$ cat config.mk
export PLATFORM = sky130hd
export DESIGN_NAME = fetch_unit
export DESIGN_NICKNAME = d
export VERILOG_FILES = /design/src/rtl/proc_pkg.sv /design/src/rtl/fetch_fifo.sv /design/src/rtl/fetch_unit.sv
export SDC_FILE = /design/constraint.sdc
export NUM_CORES = 1
export LEC_CHECK = 0
export CORE_UTILIZATION = 35
export CTS_CLUSTER_DIAMETER = 80
export CTS_CLUSTER_SIZE = 14
export DETAILED_ROUTE_END_ITERATION = 6
export DONT_BUFFER_PORTS = 1
export PLACE_DENSITY = 0.58
export SYNTH_ARGS = -nofsm -noshare
export SYNTH_HDL_FRONTEND = slang
export SYNTH_SLANG_ARGS = --single-unit
$ cat constraint.sdc
create_clock -name clk -period 3.9 [get_ports clk]
set_input_delay 1.17 -clock clk [delete_from_list [all_inputs] [get_ports clk]]
set_output_delay 1.17 -clock clk [all_outputs]
set_load 0.01 [all_outputs]
$ cat src/rtl/proc_pkg.sv
// proc_pkg: constants and types shared by the fetch stage and the processor core.
//   INST_W/ADDR_W  instruction word and PC widths
//   MAX_PC         program length in words; fetch stops once PC reaches it
//   FIFO_DEPTH     prefetch buffer entries (power of two, >=2)
//   fetch_state_t  fetch FSM encoding
//   OP_*           primary opcode field values decoded by the core
package proc_pkg;

    localparam int INST_W     = 32;
    localparam int ADDR_W     = 3;
    localparam int MAX_PC     = 7;
    localparam int FIFO_DEPTH = 2;

    typedef enum logic [1:0] {IDLE, RUN, DRAIN, DONE} fetch_state_t;

    localparam logic [5:0] OP_RTYPE = 6'h00;
    localparam logic [5:0] OP_BEQ   = 6'h04;
    localparam logic [5:0] OP_ADDIU = 6'h09;
    localparam logic [5:0] OP_LW    = 6'h23;
    localparam logic [5:0] OP_SW    = 6'h2B;

    function automatic logic [5:0] opcode(input logic [INST_W-1:0] inst);
        return inst[INST_W-1 -: 6];
    endfunction

endpackage

$ cat src/rtl/fetch_fifo.sv
// fetch_fifo: prefetch buffer between instruction memory and the core.
//   clk, rst_n   clock, asynchronous active-low reset
//   clear        drop all entries (wins over push/pop)
//   push, wdata  write an entry at the tail
//   pop          retire the head entry
//   rdata        head entry, zero when empty
//   count        number of valid entries
module fetch_fifo
    import proc_pkg::*;
#(
    parameter int W     = 8,
    parameter int DEPTH = 2
) (
    input  logic                     clk,
    input  logic                     rst_n,
    input  logic                     clear,
    input  logic                     push,
    input  logic                     pop,
    input  logic [W-1:0]             wdata,
    output logic [W-1:0]             rdata,
    output logic [$clog2(DEPTH):0]   count
);

    localparam int CW = $clog2(DEPTH) + 1;

    logic [W-1:0]             mem [DEPTH];
    logic [$clog2(DEPTH)-1:0] wp, rp;

    always_ff @(posedge clk) begin
        if (push && !clear)
            mem[wp] <= wdata;
    end

    // Pointers wrap naturally because DEPTH is a power of two.
    always_ff @(posedge clk or negedge rst_n) begin
        if (!rst_n) begin
            wp    <= '0;
            rp    <= '0;
            count <= '0;
        end else if (clear) begin
            wp    <= '0;
            rp    <= '0;
            count <= '0;
        end else begin
            if (push)
                wp <= wp + 1'b1;
            if (pop)
                rp <= rp + 1'b1;
            count <= count + CW'(push) - CW'(pop);
        end
    end

    assign rdata = (count != '0) ? mem[rp] : '0;

endmodule

$ cat src/rtl/fetch_unit.sv
// fetch_unit: walks the PC over instruction memory and feeds the core through a prefetch FIFO.
//   clk, rst_n            clock, asynchronous active-low reset
//   start                 begin fetching from PC 0 (IDLE or DONE only)
//   flush, flush_pc       redirect: drop buffered/in-flight words, continue at flush_pc
//   imem_rd_en/addr       registered read request to the synchronous instruction memory
//   imem_rdata            read data, valid the cycle after imem_rd_en
//   inst_valid/data/pc    FIFO head presented to the core
//   inst_ready            core accepts the head this cycle
//   done                  whole program fetched and consumed
module fetch_unit
    import proc_pkg::*;
(
    input  logic              clk,
    input  logic              rst_n,
    input  logic              start,
    input  logic              flush,
    input  logic [ADDR_W-1:0] flush_pc,
    output logic              imem_rd_en,
    output logic [ADDR_W-1:0] imem_addr,
    input  logic [INST_W-1:0] imem_rdata,
    output logic              inst_valid,
    output logic [INST_W-1:0] inst_data,
    output logic [ADDR_W-1:0] inst_pc,
    input  logic              inst_ready,
    output logic              done
);

    localparam int              CW     = $clog2(FIFO_DEPTH) + 1;
    localparam logic [ADDR_W:0] PC_END = (ADDR_W+1)'(MAX_PC);

    fetch_state_t      state, state_n;
    logic [ADDR_W-1:0] pc, pc_n, cur_pc, rsp_pc;
    logic              rsp, fl, go, pop, issue;
    logic [CW-1:0]     count;
    logic [CW:0]       occ;

    assign fl     = flush && state != IDLE;
    assign go     = start && !fl && (state == IDLE || state == DONE);
    assign cur_pc = go ? '0 : pc;
    assign pop    = inst_valid && inst_ready;

    // Inflight reads are the one on the memory port (imem_rd_en) and the one
    // returning data this cycle (rsp); both already own a FIFO slot.
    assign occ   = (CW+1)'(count) + (CW+1)'(imem_rd_en) + (CW+1)'(rsp) - (CW+1)'(pop);
    assign issue = (state == RUN || go) && !fl && {1'b0, cur_pc} < PC_END
                   && occ < (CW+1)'(FIFO_DEPTH);

    always_comb begin
        state_n = state;
        pc_n    = pc;
        if (fl) begin
            pc_n    = flush_pc;
            state_n = ({1'b0, flush_pc} >= PC_END) ? DRAIN : RUN;
        end else begin
            if (go) begin
                state_n = RUN;
                pc_n    = '0;
            end
            if (issue) begin
                pc_n = cur_pc + 1'b1;
                if ({1'b0, cur_pc} == PC_END - 1'b1)
                    state_n = DRAIN;
            end
            if (state == DRAIN && !imem_rd_en && !rsp && count == '0)
                state_n = DONE;
        end
    end

    // Clearing rsp on flush discards the word already requested from memory.
    always_ff @(posedge clk or negedge rst_n) begin
        if (!rst_n) begin
            state      <= IDLE;
            pc         <= '0;
            imem_rd_en <= 1'b0;
            imem_addr  <= '0;
            rsp        <= 1'b0;
            rsp_pc     <= '0;
            done       <= 1'b0;
        end else begin
            state      <= state_n;
            pc         <= pc_n;
            imem_rd_en <= issue;
            if (issue)
                imem_addr <= cur_pc;
            rsp        <= imem_rd_en && !fl;
            rsp_pc     <= imem_addr;
            done       <= state_n == DONE;
        end
    end

    fetch_fifo #(.W(INST_W + ADDR_W), .DEPTH(FIFO_DEPTH)) u_fifo (
        .clk   (clk),
        .rst_n (rst_n),
        .clear (fl),
        .push  (rsp),
        .pop   (pop),
        .wdata ({imem_rdata, rsp_pc}),
        .rdata ({inst_data, inst_pc}),
        .count (count)
    );

    assign inst_valid = count != '0;

endmodule
=== After elaboration in Yosys (flattened, before gate mapping) ===
Memories as Yosys holds them, arrays and structs flattened.
Cells that the tools add are included.

* $add $sub $neg: 8
* Magnitude comparators: 3
* Equal/unequal tests: 5
* Mux-type cells: 17
* Reduce and logical (&&, ||, !) cells: 23

{| class="wikitable"
|+ Operators with widths
! kind !! number
|-
| 2-to-1 mux 35 bit || 1
|-
| 2-to-1 mux 2 bit || 7
|-
| logical AND 1 bit || 12
|-
| 2-to-1 mux 3 bit || 3
|-
| nonzero test 2 bit || 4
|-
| == test 2 bit, second input constant || 3
|-
| 2-to-1 mux 1 bit || 6
|-
| logical NOT 2 bit || 2
|-
| adder 2 x 1 -> 3 bit || 1
|-
| adder 3 x 1 -> 3 bit || 1
|-
| adder 3 x 1 -> 3 bit, second input constant || 1
|-
| == test 3 bit, second input constant || 1
|-
| >= comparator 3 bit, second input constant || 1
|-
| logical NOT 1 bit || 3
|-
| < comparator 3 x 2 -> 1 bit, second input constant || 1
|-
| < comparator 3 bit, second input constant || 1
|-
| subtractor 3 x 1 -> 3 bit || 1
|-
| adder 1 bit, second input constant || 2
|-
| adder 2 x 1 -> 2 bit || 1
|-
| == test 2 x 1 -> 1 bit, second input constant || 1
|-
| logical OR 1 bit || 2
|-
| subtractor 2 x 1 -> 2 bit || 1
|}

* Register bits after elaboration: 18
* RAM bits: 70
* Output and inout port bits: 41
* Logic and storage cells: 67
* Memories: 1

{| class="wikitable"
|+ Memory list
! memory !! words !! bits a word !! read ports !! clocked after memory_dff !! write ports !! line !! text
|-
| u_fifo.mem || 2 || 35 || 1 || 0 || 1 || fetch_fifo.sv:26 || <nowiki>logic [W-1:0] mem [DEPTH];</nowiki>
|}

=== Longest topological paths before layout ===
Gate-level depths: netlist of the first run.

* Depth after elaboration: 13
* Gate-level depth with buffers: 13

=== Hierarchy ===
Synthesis of the first run repeated with hierarchy kept, for this count alone.

* Cells, all modules: 238
* Area total of the unflattened synthesis: 3674.8 µm²

{| class="wikitable"
|+ Modules (own cells, without submodules)
! module !! instances !! cells each !! area each (µm²)
|-
| fetch_fifo || 1 || 165 || 2871.5
|-
| fetch_unit || 1 || 73 || 803.3
|}

=== Worst setup path after synthesis of the first run ===
Ideal clock, no wire load.

* Kind: input to register
* From: input flush
* To: memory u_fifo.mem[0][0] (netlist bit), enable pin
* Library setup time: 0.471 ns
* Data arrival time: 4.047 ns
* Required time: 3.429 ns
* Slack: -0.618 ns
* Stages: 4
* Buffers on the path: 2
* Cells stage by stage: nor2b_1 -> buf_2 -> buf_1 -> nor3_1

* Longest elaborated chain between the ends: 5

{| class="wikitable"
|+ RTL lines
! item !! line !! text
|-
| start: declaration || fetch_unit.sv:16 || <nowiki>input logic flush,</nowiki>
|-
| logical AND 1 bit || fetch_unit.sv:37 || <nowiki>assign fl = flush && state != IDLE;</nowiki>
|-
| logical NOT 1 bit || fetch_fifo.sv:30 || <nowiki>if (push && !clear)</nowiki>
|-
| logical AND 1 bit || fetch_fifo.sv:30 ||
|-
| 2-to-1 mux 1 bit || fetch_fifo.sv:30 ||
|-
| 2-to-1 mux 1 bit (not written as such) || fetch_fifo.sv:31 || <nowiki>mem[wp] <= wdata;</nowiki>
|-
| end: declaration || fetch_fifo.sv:26 ||
|}

No other way between the ends.

=== Worst setup path after layout of the first run ===
* From: input inst_ready
* To: register imem_addr[1]

* Longest elaborated chain between the ends: 4

{| class="wikitable"
|+ RTL lines
! item !! line !! text
|-
| start: declaration || fetch_unit.sv:24 || <nowiki>input logic inst_ready,</nowiki>
|-
| logical AND 1 bit || fetch_unit.sv:40 || <nowiki>assign pop = inst_valid && inst_ready;</nowiki>
|-
| subtractor 3 x 1 -> 3 bit || fetch_unit.sv:44 || <nowiki>assign occ = (CW+1)'(count) + (CW+1)'(imem_rd_en) + (CW+1)'(rsp) - (CW+1)'(pop);</nowiki>
|-
| < comparator 3 x 2 -> 1 bit || fetch_unit.sv:46 || <nowiki>&& occ < (CW+1)'(FIFO_DEPTH);</nowiki>
|-
| logical AND 1 bit || fetch_unit.sv:46 ||
|-
| via issue || fetch_unit.sv:33 || <nowiki>logic rsp, fl, go, pop, issue;</nowiki>
|-
| end signal: assignment || fetch_unit.sv:84 || <nowiki>imem_addr <= cur_pc;</nowiki>
|-
| end: declaration || fetch_unit.sv:19 || <nowiki>output logic [ADDR_W-1:0] imem_addr,</nowiki>
|}

The timed path passes the listed nets, and every way through them passes these cells.
A chain may end at the register's enable or synchronous reset.

==> reports/metrics.sh, run 1 <==
STATUS='finished, final reports clean'
NUM_ANTENNA_CELLS=0
H-TREE-DEPTH=3
MAXSLEWHEADROOM=0.583
DRIVE_ABOVE_1_SHARE=0.108
CTS.CLK_SLEW.WORST_PATHS_NS=0.09
SYNTHESIZED_NETLIST_CELL_COUNT=247
WORSTREGTOREGCELLS=13
WORSTSETUPSTARTPOINT='inst_ready'
CLOCK_LATENCY_NS=0.35
TIMING.RR.START='u_fifo.count[1]'
POWER.IR.VDD_WORST_mV=0.539
DIE_W_UM=104
FINAL_HOLD_VIOL_COUNT=0
TIGHTESTPINTRANSITION_NS=0.625
LAYOUT_WORST_PATH_CYCLE_SHARE=0.826
POST-DP-HPWL_MM=4.24
CTS_MADE_BUFFERS=9
POSTSYNTH.ASYNCRESETSHARE=0.205
LIST_OF_MOST_FREQUENT_POST_SYNTHESIS_CELLS='edfxtp_1, nor2_1, mux2i_1'
OVERFLOW=0
CP-END-KIND='flip-flop'
CRIT_PATH_TOP_DELAY_CELL='fa_1'
YOSYSWARNINGCOUNT=0
CRIT_BUF_INV=2
REPORT.POWER.TOTAL_mW=2.94
IO_BUFFER_COUNT=0
CELL_TYPE_WITH_THE_HIGHEST_AGGREGATE_AREA_IN_THE_NETLIST='edfxtp_1'
INITIAL_CORE_UTIL=0.367
FMAX_MHz=311
SYNTH.CELL_AREA_UM2=3640
NUMBER_OF_BUFFERS_INSERTED_BY_POST_CTS_SETUP_REPAIR=0
CP-ENDPOINT='imem_addr[1]'
GRT_ANTENNA_BEFORE_REPAIR=0
WORST_REG2REG_SETUP_SLACK_NS=0.87
YOSYS.CELL_TYPES.COUNT=36
ROUTE.VIAS.TOTAL=1928
DRV_SLEW=0
TIMING.CRITICAL_PATH.FROM_TYPE='input port'
AREA_OF_THE_DIE_UM2=10800
COREAREA_UM2=9910
SYNTHMOSTINSTANTIATEDCELL='edfxtp_1'
ROUTED_WL_MM=6.55
PATH_DEPTH=11
TIMING.CRITICAL_PATH.MODE_CELL='ha_1'
CPLARGESTDELAYFAMILY='adder cells'
WL_PER_CELL_UM=16.7
WORSTSETUPPATHTYPE='input port to flip-flop'
SYNTH.FF_LATCH_COUNT=88
YS_TOP_CELLS_BY_AREA='edfxtp_1, dfrtp_1, mux2i_1, nor2_1, ha_1'
SYN_NETS=297
FIRST_GLOBAL_VIAS=1994
ROUTE.DETAILED.DRC=0
ALL_LAYER_GLOBAL_ROUTING_USAGE=0.129
LAYOUT.NETS=305
GP_ROUTABILITY_CONGESTION=0.752
DPL.CELL_COUNT=377
SYNTH-MAIN-FF-CELL='edfxtp_1'
GRT_START_MAX_NET_PINS=37
POST-ROUTE-MIN-PERIOD_NS=3.22
CLOCK_TREE_ROOT_DRIVER_CELL='clkbuf_8'
BIGGEST_CELL_DELAY_ALONG_THE_CRITICAL_PATH_NS=0.37
WORST_EP_REQUIRED_TIME_NS=4.17
GRT_FIRST_PASS_WIRELENGTH_MM=10.6
ANT_NETS=0
INITIALDRTVIOLATIONCOUNT=73
FIN_SKEW_NS=0.0158
SYNTH_AREA_PER_CELL_UM2=14.7
LAYOUTNONFILLERINSTCOUNT=393
CRITICAL_PATH_AT_NS=3.49
CTS.SINK_COUNT=88
P_PER_AREA_nW_PER_UM2=728
CTS_RESIZED=0
CLOCK_PATH_BUFFERS=2
SETUP-VIOLATIONS-FINAL=0
SETUP_TOTAL_NEGATIVE_SLACK_NS=0
WORSTPATHMAXFANOUT=12
DIE_HEIGHT_UM=104
TOP_LEVEL_PORTS=81
FLOORPLAN.ROWS=36
AREAGROWTHSYNTHTOFINISH_PCT=11.1
R2R-END='imem_addr[1]'
SYNTH_SEQUENTIAL_AREA_RATIO=0.702
CTS_TREE='yes'
HOLD_CLASS='flip-flop to flip-flop'
DR.PASS1.ITERS=4
VIAS_PER_CELL=4.91
MAX_CAP_VIOL_COUNT=0
LEAKAGE_nW=1.42
TOTAL_OF_FILL_CELLS_IN_THE_FINISHED_DESIGN=939
SYNTH_EDF_COUNT=70
YOSYSTOPAREACELLSHARE=0.578
CP_CELL_SEQUENCE='and2_1 > ha_1 > inv_1 > ha_1 > a21o_1 > fa_1 > xnor2_1 > a2111oi_4 > buf_4 > o21a_1 > a2bb2oi_1'
UNREPAIRED_SETUP_ENDPOINTS_AFTER_GLOBAL_ROUTING='false'
CTS_HOLD_REPAIR.BUFFERS=0
per-layer routing:
metal,wire (um),global-route usage,up-vias,part of all wire
met2,3220,0.208,61,0.49
met3,477,0.0508,6,0.073
met5,0,0,-,0
met1,2790,0.159,953,0.43
li1,-,-,908,-
met4,68,0.0388,0,0.010
sequential cells by signal, indices dropped and copies added (netlist names):
signal and flops:
done 1, imem_addr 3, imem_rd_en 1, pc 3, rsp 1, rsp_pc 3, state 2, u_fifo.count 2
u_fifo.mem 70, u_fifo.rp 1, u_fifo.wp 1
stage by stage:
| step | area, um^2 | utilization | worst slack [ns] | hold slack [ns] |
|---|---|---|---|---|
| final | 4040 | 0.408 | 0.680 | 0.442 |
| after CTS | 4040 | 0.408 | 0.684 | 0.433 |
| after global placement | 3830 | 0.386 | 0.369 | 0.421 |
| after floorplan | 3640 | - | 0.442 | 0.420 |
| after global routing | 4040 | 0.408 | 0.579 | 0.459 |
| after detailed placement | 3830 | 0.386 | 0.304 | 0.429 |
logic make-up (layout without fill, tap and decap cells):
| family | count (synthesis) | count (layout) | synth area share |
|---|---|---|---|
| mux | 35 | 35 | 0.0964 |
| xor+xnor | 5 | 5 | 0.0120 |
| buf+inv | 23 | 36 | 0.0275 |
| compound gates | 24 | 24 | 0.0513 |
| flops | 88 | 88 | 0.702 |
| simple gates | 62 | 62 | 0.0743 |
| fa+ha+maj | 10 | 10 | 0.0365 |
power breakdown:
group | switching, mW | total [mW] | internal (mW)
combinational | 0.605 | 0.987 | 0.382
clock | 0.306 | 0.664 | 0.358
sequential | 0.135 | 1.29 | 1.16
total | 1.05 | 2.94 | 1.90
worst min-delay path by stage:
stage          depth (start not counted)  startpoint                to
3_5_place_dp                           0   rsp_pc[1]  u_fifo.mem[0][1]
2_1_floorplan                          0   rsp_pc[0]  u_fifo.mem[0][0]
5_1_grt                                0   rsp_pc[1]  u_fifo.mem[1][1]
3_3_place_gp                           0   rsp_pc[0]  u_fifo.mem[0][0]
6_report                               0   rsp_pc[1]  u_fifo.mem[1][1]
4_1_cts                                0   rsp_pc[1]  u_fifo.mem[1][1]
worst register-to-register path, delay by kind of cell (launching register included):
kind / cells / cell delay [ns]
AND/OR/NAND/NOR: 2 / 0.32
XOR/XNOR: 1 / 0.19
buffers and inverters: 3 / 0.32
adder cells (fa/ha/maj): 3 / 0.92
AO/OA/AOI/OAI: 4 / 0.80
flip-flops: 1 / 0.43
area by class of cell:
class	count	area [um^2]	share of cell area
timing repair buffer	8	60.1	0.0149
tap	133	166	0.0412
sequential	88	2550	0.632
inverter	12	45.0	0.0111
multi-input combinational	136	1000	0.248
clock buffer	10	128	0.0316
clock inverter	6	83.8	0.0207
placed cells by master (no fill, tap or decap), types with 4 or more instances in the layout:
cell and n:
a21oi_1 4, buf_4 8, clkbuf_8 9, dfrtp_1 17, edfxtp_1 70, ha_1 9
inv_1 12, mux2i_1 35, nand2_1 5, nand3_1 6, nor2_1 40, xnor2_1 5
No activity file was read; power rests on OpenSTA's default activity.
==> run 2, diff against run 1 <==
--- a/config.mk
+++ b/config.mk
@@ -10,7 +10,7 @@
 export CTS_CLUSTER_SIZE = 14
 export DETAILED_ROUTE_END_ITERATION = 6
 export DONT_BUFFER_PORTS = 1
-export PLACE_DENSITY = 0.58
+export PLACE_DENSITY = 0.56
 export SYNTH_ARGS = -nofsm -noshare
 export SYNTH_HDL_FRONTEND = slang
 export SYNTH_SLANG_ARGS = --single-unit
==> constraint.sdc (replaced) <==
create_clock -name clk -period 3.35 [get_ports clk]
set_input_delay 1.005 -clock clk [delete_from_list [all_inputs] [get_ports clk]]
set_output_delay 1.005 -clock clk [all_outputs]
set_load 0.01 [all_outputs]
==> reports/metrics.sh, run 2 (synthesized netlist as in run 1, its figures left out) <==
MAXSLEWHEADROOM=0.619  # +0.0357
POWER.IR.VDD_WORST_mV=0.729  # +35%
ROUTED_WL_MM=6.57  # +0.18%
GRT_FIRST_PASS_WIRELENGTH_MM=10.5  # -0.40%
CP-END-KIND='flip-flop'
NUMBER_OF_BUFFERS_INSERTED_BY_POST_CTS_SETUP_REPAIR=0  # unchanged
ALL_LAYER_GLOBAL_ROUTING_USAGE=0.129  # -0.000164
P_PER_AREA_nW_PER_UM2=853  # +17%
WORSTREGTOREGCELLS=13  # unchanged
POST-DP-HPWL_MM=4.18  # -1.4%
CTS_RESIZED=0  # unchanged
H-TREE-DEPTH=3  # unchanged
MULTI_INPUT_COMB_AREA_UM2=1000  # unchanged
SEQ_POWER_SHARE=0.428  # -0.011
R2R-END='imem_addr[1]'
COREAREA_UM2=9910  # unchanged
CTS_MADE_BUFFERS=9  # unchanged
LEAKAGE_nW=1.44  # +1.1%
GRT_ANTENNA_BEFORE_REPAIR=0  # unchanged
CTS.CLK_SLEW.WORST_PATHS_NS=0.09  # about the same
TOTAL_OF_FILL_CELLS_IN_THE_FINISHED_DESIGN=921  # -1.9%
CTS.SINK_COUNT=88  # unchanged
INITIALDRTVIOLATIONCOUNT=67  # -8.2%
DIE_W_UM=104  # unchanged
FLOORPLAN.ROWS=36  # unchanged
TIGHTESTPINTRANSITION_NS=0.568  # -0.0574 ns
STATUS='finished, final reports clean'
GP_ROUTABILITY_CONGESTION=0.763  # +1.4%
DR.PASS1.ITERS=4  # unchanged
TOP_LEVEL_PORTS=81  # unchanged
CTS_HOLD_REPAIR.BUFFERS=0  # unchanged
CELL_INTERNAL_PWR_mW=2.23  # +18%
TIMING.CRITICAL_PATH.FROM_TYPE='input port'
REGISTERS.TOP_BY_FF_COUNT='u_fifo.mem'
WORSTSETUPSTARTPOINT='inst_ready'
NUM_ANTENNA_CELLS=0  # unchanged
MAX_CAP_VIOL_COUNT=0  # unchanged
CRITICAL_PATH_AT_NS=3.29  # -0.20 ns
ROUTE.VIAS.TOTAL=1917  # -0.57%
AREAGROWTHSYNTHTOFINISH_PCT=12.2
HOLD_CLASS='input port to async pin'
UNREPAIRED_SETUP_ENDPOINTS_AFTER_GLOBAL_ROUTING='false'
SETUP-VIOLATIONS-FINAL=0  # unchanged
WORST_EP_REQUIRED_TIME_NS=3.62  # -0.55 ns
DIE_HEIGHT_UM=104  # unchanged
OVERFLOW=0  # unchanged
INITIAL_CORE_UTIL=0.367  # unchanged
LAYOUTNONFILLERINSTCOUNT=394  # +0.25%
FINAL_HOLD_VIOL_COUNT=0  # unchanged
GRT_START_MAX_NET_PINS=37  # unchanged
FINALHOLDWORSTSLACK_NS=0.337  # -0.105 ns
CLOCK_POWER_SHARE=0.230  # +0.004
FIN_SKEW_NS=0.0123  # -0.00356 ns
DPL.CELL_COUNT=378  # +0.27%
AREA_OF_THE_DIE_UM2=10800  # unchanged
LAYOUT.NETS=306  # +0.33%
CLOCK_LATENCY_NS=0.35  # about the same
CLOCK_TREE_ROOT_DRIVER_CELL='clkbuf_8'
REGAREA_UM2=2550  # unchanged
CTS_TREE='yes'
TIMING.RR.START='u_fifo.count[1]'
FIRST_GLOBAL_VIAS=1995  # +0.050%
WL_PER_CELL_UM=16.7  # about the same
LAYOUT_WORST_PATH_CYCLE_SHARE=0.903
VIAS_PER_CELL=4.87  # -0.82%
FMAX_MHz=331
DRIVE_ABOVE_1_SHARE=0.115  # +0.00725
CLOCK_PATH_BUFFERS=2  # unchanged
SWITCHING_SHARE=0.358  # +0.00285
POST-ROUTE-MIN-PERIOD_NS=3.02
TOTAL_SWITCHING_POWER_mW=1.25  # +19%
DRV_SLEW=0  # unchanged
ANT_NETS=0  # unchanged
LARGEST_REGISTER_FFS=70  # unchanged
POWER.SHARE.COMBINATIONAL=0.343  # +0.007
ROUTE.DETAILED.DRC=0  # unchanged
WORSTPATHMAXFANOUT=12  # unchanged
CP-ENDPOINT='imem_addr[1]'
LAYOUT.CELLS.MOST_COMMON='edfxtp_1'
IO_BUFFER_COUNT=0  # unchanged
MOSTFREQUENTLAYOUTCELLS='edfxtp_1, nor2_1, mux2i_1'
WORSTSETUPPATHTYPE='input port to flip-flop'
WORST_REG2REG_SETUP_SLACK_NS=0.35  # -0.52 ns
[run 2: worst min path at each step]
| stage | startpoint | end | slack [ns] | cells past startpoint |
|---|---|---|---|---|
| floorplan | rsp_pc[0] | u_fifo.mem[0][0] | 0.42 | 0 |
| CTS | rst_n | state[1] | 0.31 | 0 |
| detailed placement | rsp_pc[0] | u_fifo.mem[1][0] | 0.44 | 0 |
| global placement | rsp_pc[0] | u_fifo.mem[0][0] | 0.42 | 0 |
| finish | rst_n | state[1] | 0.34 | 0 |
| global route | rst_n | state[1] | 0.30 | 0 |
[run 2: routing by layer]
layer  track usage  vias up  share of wire
li1              -      913              -
met1         0.147      951           0.42
met2         0.218       48           0.50
met3        0.0508        5          0.069
met4        0.0449        0          0.011
met5             0        -              0
[run 2: cell type report]
| cell class | count | area share |
|---|---|---|
| clock buffer | 10 | 0.0313 |
| clock inverter | 6 | 0.0224 |
| inverter | 12 | 0.0110 |
| multi-input combinational | 136 | 0.246 |
| sequential | 88 | 0.626 |
| tap | 133 | 0.0408 |
| timing repair buffer | 9 | 0.0227 |
[run 2: power by group through the flow]
stage                     clock network, mW  logic [mW]  registers (mW)
final                                 0.799        1.19            1.49
after global routing                  0.872        1.32            1.51
after CTS                             0.833        1.21            1.49
after detailed placement                  0        1.21            1.51
after global placement                    0        1.19            1.51
after floorplan                           0       0.986            1.44
[run 2: through the flow]
stage	power (mW)	cell area, um^2	utilization	setup TNS [ns]	setup WS [ns]
3_5_place_dp	2.73	3860	0.390	-0.102	-0.0479
5_1_grt	3.70	4080	0.412	0	0.134
4_1_cts	3.54	4080	0.412	0	0.316
6_report	3.48	4080	0.412	0	0.325
3_3_place_gp	2.70	3860	0.390	0	0.00674
2_1_floorplan	2.42	3640	-	0	0.0568
[run 2: critical path, cell delays in order]
cell	delay (ns)
and2_1	0.13
ha_1	0.27
inv_1	0.03
ha_1	0.26
a21o_1	0.17
fa_1	0.37
xnor2_1	0.18
a2111oi_4	0.33
buf_4	0.23
o21a_1	0.16
a2bb2oi_1	0.15
==> run 3, diff against run 2 <==
--- a/config.mk
+++ b/config.mk
@@ -5,12 +5,14 @@
 export SDC_FILE = /design/constraint.sdc
 export NUM_CORES = 1
 export LEC_CHECK = 0
+export CELL_PAD_IN_SITES_DETAIL_PLACEMENT = 1
+export CELL_PAD_IN_SITES_GLOBAL_PLACEMENT = 1
 export CORE_UTILIZATION = 35
 export CTS_CLUSTER_DIAMETER = 80
 export CTS_CLUSTER_SIZE = 14
 export DETAILED_ROUTE_END_ITERATION = 6
 export DONT_BUFFER_PORTS = 1
-export PLACE_DENSITY = 0.56
+export PLACE_DENSITY = 0.64
 export SYNTH_ARGS = -nofsm -noshare
 export SYNTH_HDL_FRONTEND = slang
 export SYNTH_SLANG_ARGS = --single-unit
==> reports/metrics.sh, run 3 (synthesized netlist as in run 1, its figures left out) <==
BIGGEST_CELL_DELAY_ALONG_THE_CRITICAL_PATH_NS=0.37  # about the same
WORSTPATHMAXFANOUT=12  # unchanged
POST-ROUTE-MIN-PERIOD_NS=3.11  # +0.0887 ns
SETUP-VIOLATIONS-FINAL=0  # unchanged
TOP_LEVEL_PORTS=81  # unchanged
LAYOUT.CELLS.MOST_COMMON='edfxtp_1'
ROUTED_WL_MM=7.29  # +11%
CRIT_BUF_INV=2  # unchanged
P_PER_AREA_nW_PER_UM2=862  # +1.2%
DR.PASS1.ITERS=4  # unchanged
FINALHOLDWORSTSLACK_NS=0.341  # +0.00418 ns
CP-END-KIND='flip-flop'
AREAGROWTHSYNTHTOFINISH_PCT=12.8
ANT_NETS=0  # unchanged
WORST_EP_REQUIRED_TIME_NS=3.62  # about the same
NUM_ANTENNA_CELLS=0  # unchanged
CTS_RESIZED=0  # unchanged
FIRST_GLOBAL_VIAS=2150  # +7.8%
CTS.CLK_SLEW.WORST_PATHS_NS=0.09  # about the same
GRT_START_MAX_NET_PINS=37  # unchanged
TIMING.CRITICAL_PATH.MODE_CELL='ha_1'
POWER.IR.VDD_WORST_mV=0.595  # -18%
UNREPAIRED_SETUP_ENDPOINTS_AFTER_GLOBAL_ROUTING='false'
FIN_SKEW_NS=0.0119  # -0.000342 ns
HOLD_CLASS='input port to async pin'
INITIALDRTVIOLATIONCOUNT=46  # -31%
MAX_CAP_VIOL_COUNT=0  # unchanged
CP_CELL_SEQUENCE='and2_1 > ha_1 > inv_1 > ha_1 > a21o_1 > fa_1 > xnor2_1 > a2111oi_4 > buf_4 > o21a_1 > a2bb2oi_1'
REPORT.POWER.TOTAL_mW=3.54  # +1.7%
POST-DP-HPWL_MM=4.87  # +17%
NUMBER_OF_BUFFERS_INSERTED_BY_POST_CTS_SETUP_REPAIR=0  # unchanged
CTS_TREE='yes'
REGISTERS.TOP_BY_FF_COUNT='u_fifo.mem'
GP_ROUTABILITY_CONGESTION=0.795  # +4.2%
COREAREA_UM2=9910  # unchanged
H-TREE-DEPTH=3  # unchanged
LEAKAGE_nW=1.46  # +1.2%
DIE_HEIGHT_UM=104  # unchanged
WORSTREGTOREGCELLS=13  # unchanged
ROUTE.DETAILED.DRC=0  # unchanged
LARGEST_REGISTER_FFS=70  # unchanged
CTS_HOLD_REPAIR.BUFFERS=0  # unchanged
INITIAL_CORE_UTIL=0.367  # unchanged
CLOCK_TREE_ROOT_DRIVER_CELL='clkbuf_8'
OVERFLOW=0  # unchanged
VIAS_PER_CELL=4.92  # +1.2%
CTS.SINK_COUNT=88  # unchanged
CRITICAL_PATH_AT_NS=3.38  # +0.09 ns
CLOCK_LATENCY_NS=0.34  # about the same
WL_PER_CELL_UM=18.4  # +10%
FMAX_MHz=321  # -2.8%
MAXSLEWHEADROOM=0.563  # -0.0562
UTILIZATION=0.414  # +0.00215
PATH_DEPTH=11  # unchanged
TIGHTESTPINTRANSITION_NS=0.652  # +0.0837 ns
LAYOUT.NETS=308  # +0.65%
ALL_LAYER_GLOBAL_ROUTING_USAGE=0.141  # +0.0127
MOSTFREQUENTLAYOUTCELLS='edfxtp_1, nor2_1, mux2i_1'
CTS_MADE_BUFFERS=9  # unchanged
IO_BUFFER_COUNT=0  # unchanged
CRIT_PATH_TOP_DELAY_CELL='fa_1'
ROUTE.VIAS.TOTAL=1949  # +1.7%
GRT_FIRST_PASS_WIRELENGTH_MM=11.6  # +11%
CLOCK_PATH_BUFFERS=2  # unchanged
DIE_W_UM=104  # unchanged
DRV_SLEW=0  # unchanged
GRT_ANTENNA_BEFORE_REPAIR=0  # unchanged
FINAL_HOLD_VIOL_COUNT=0  # unchanged
FLOORPLAN.ROWS=36  # unchanged
AREA_OF_THE_DIE_UM2=10800  # unchanged
TIMING.CRITICAL_PATH.FROM_TYPE='input port'
STATUS='finished, final reports clean'
LAYOUT_WORST_PATH_CYCLE_SHARE=0.929  # +0.0265
DRIVE_ABOVE_1_SHARE=0.125  # +0.0105
WORSTSETUPPATHTYPE='input port to flip-flop'
CPLARGESTDELAYFAMILY='adder cells'
run 3: changes by cell type in the layout (fill, tap and decap cells not counted), sizes merged:
cell      before  now
inv           14   15
buf            9   11
clkinvlp       1    0
clkinv         1    2
clkbuf        10    9
run 3: metal layers:
metal,GRT usage,part of all wire,vias up
met4,0.0520,0.0084,0
met5,0,0,-
met2,0.247,0.52,40
met1,0.164,0.42,991
met3,0.0414,0.051,6
li1,-,-,912
run 3: where the power goes:
| part | internal [mW] | switching [mW] |
|---|---|---|
| clock | 0.430 | 0.394 |
| combinational | 0.477 | 0.764 |
| sequential | 1.35 | 0.127 |
run 3: worst reg2reg max path, stage by stage, from the launching register on:
cell and delay [ns]:
dfrtp_1 0.45, nor2_4 0.12, inv_1 0.05, and2_1 0.16
ha_1 0.27, inv_1 0.04, ha_1 0.27, a21o_1 0.17
fa_1 0.37, xnor2_1 0.20, a2111oi_4 0.35, buf_4 0.24
o21a_1 0.17, a2bb2oi_1 0.17
run 3: through the flow:
step | worst slack [ns] | area [um^2] | TNS (ns) | cells
3_3_place_gp | 0.000119 | 3880 | 0 | 380
4_1_cts | 0.231 | 4100 | 0 | 396
2_1_floorplan | 0.0568 | 3640 | 0 | 247
5_1_grt | 0.0373 | 4100 | 0 | 396
3_5_place_dp | -0.124 | 3880 | -0.315 | 380
6_report | 0.236 | 4100 | 0 | 396
run 3: cell type report:
cell class,instances,area [um^2]
tap,133,166
timing repair buffer,11,108
clock buffer,9,124
clock inverter,7,101
fill,1026,5810
multi-input combinational,136,1000
inverter,12,45.0
sequential,88,2550
run 3: worst paths after layout:
path | start | to | slack, ns
max | inst_ready | imem_addr[1] | 0.24
min | rst_n | state[0] | 0.34
max reg2reg | u_fifo.count[1] | imem_addr[1] | 0.25
min reg2reg | rsp_pc[1] | u_fifo.mem[0][1] | 0.45
max in group asynchronous | rst_n | u_fifo.rp | 2.92
min in group clk | rsp_pc[1] | u_fifo.mem[0][1] | 0.45
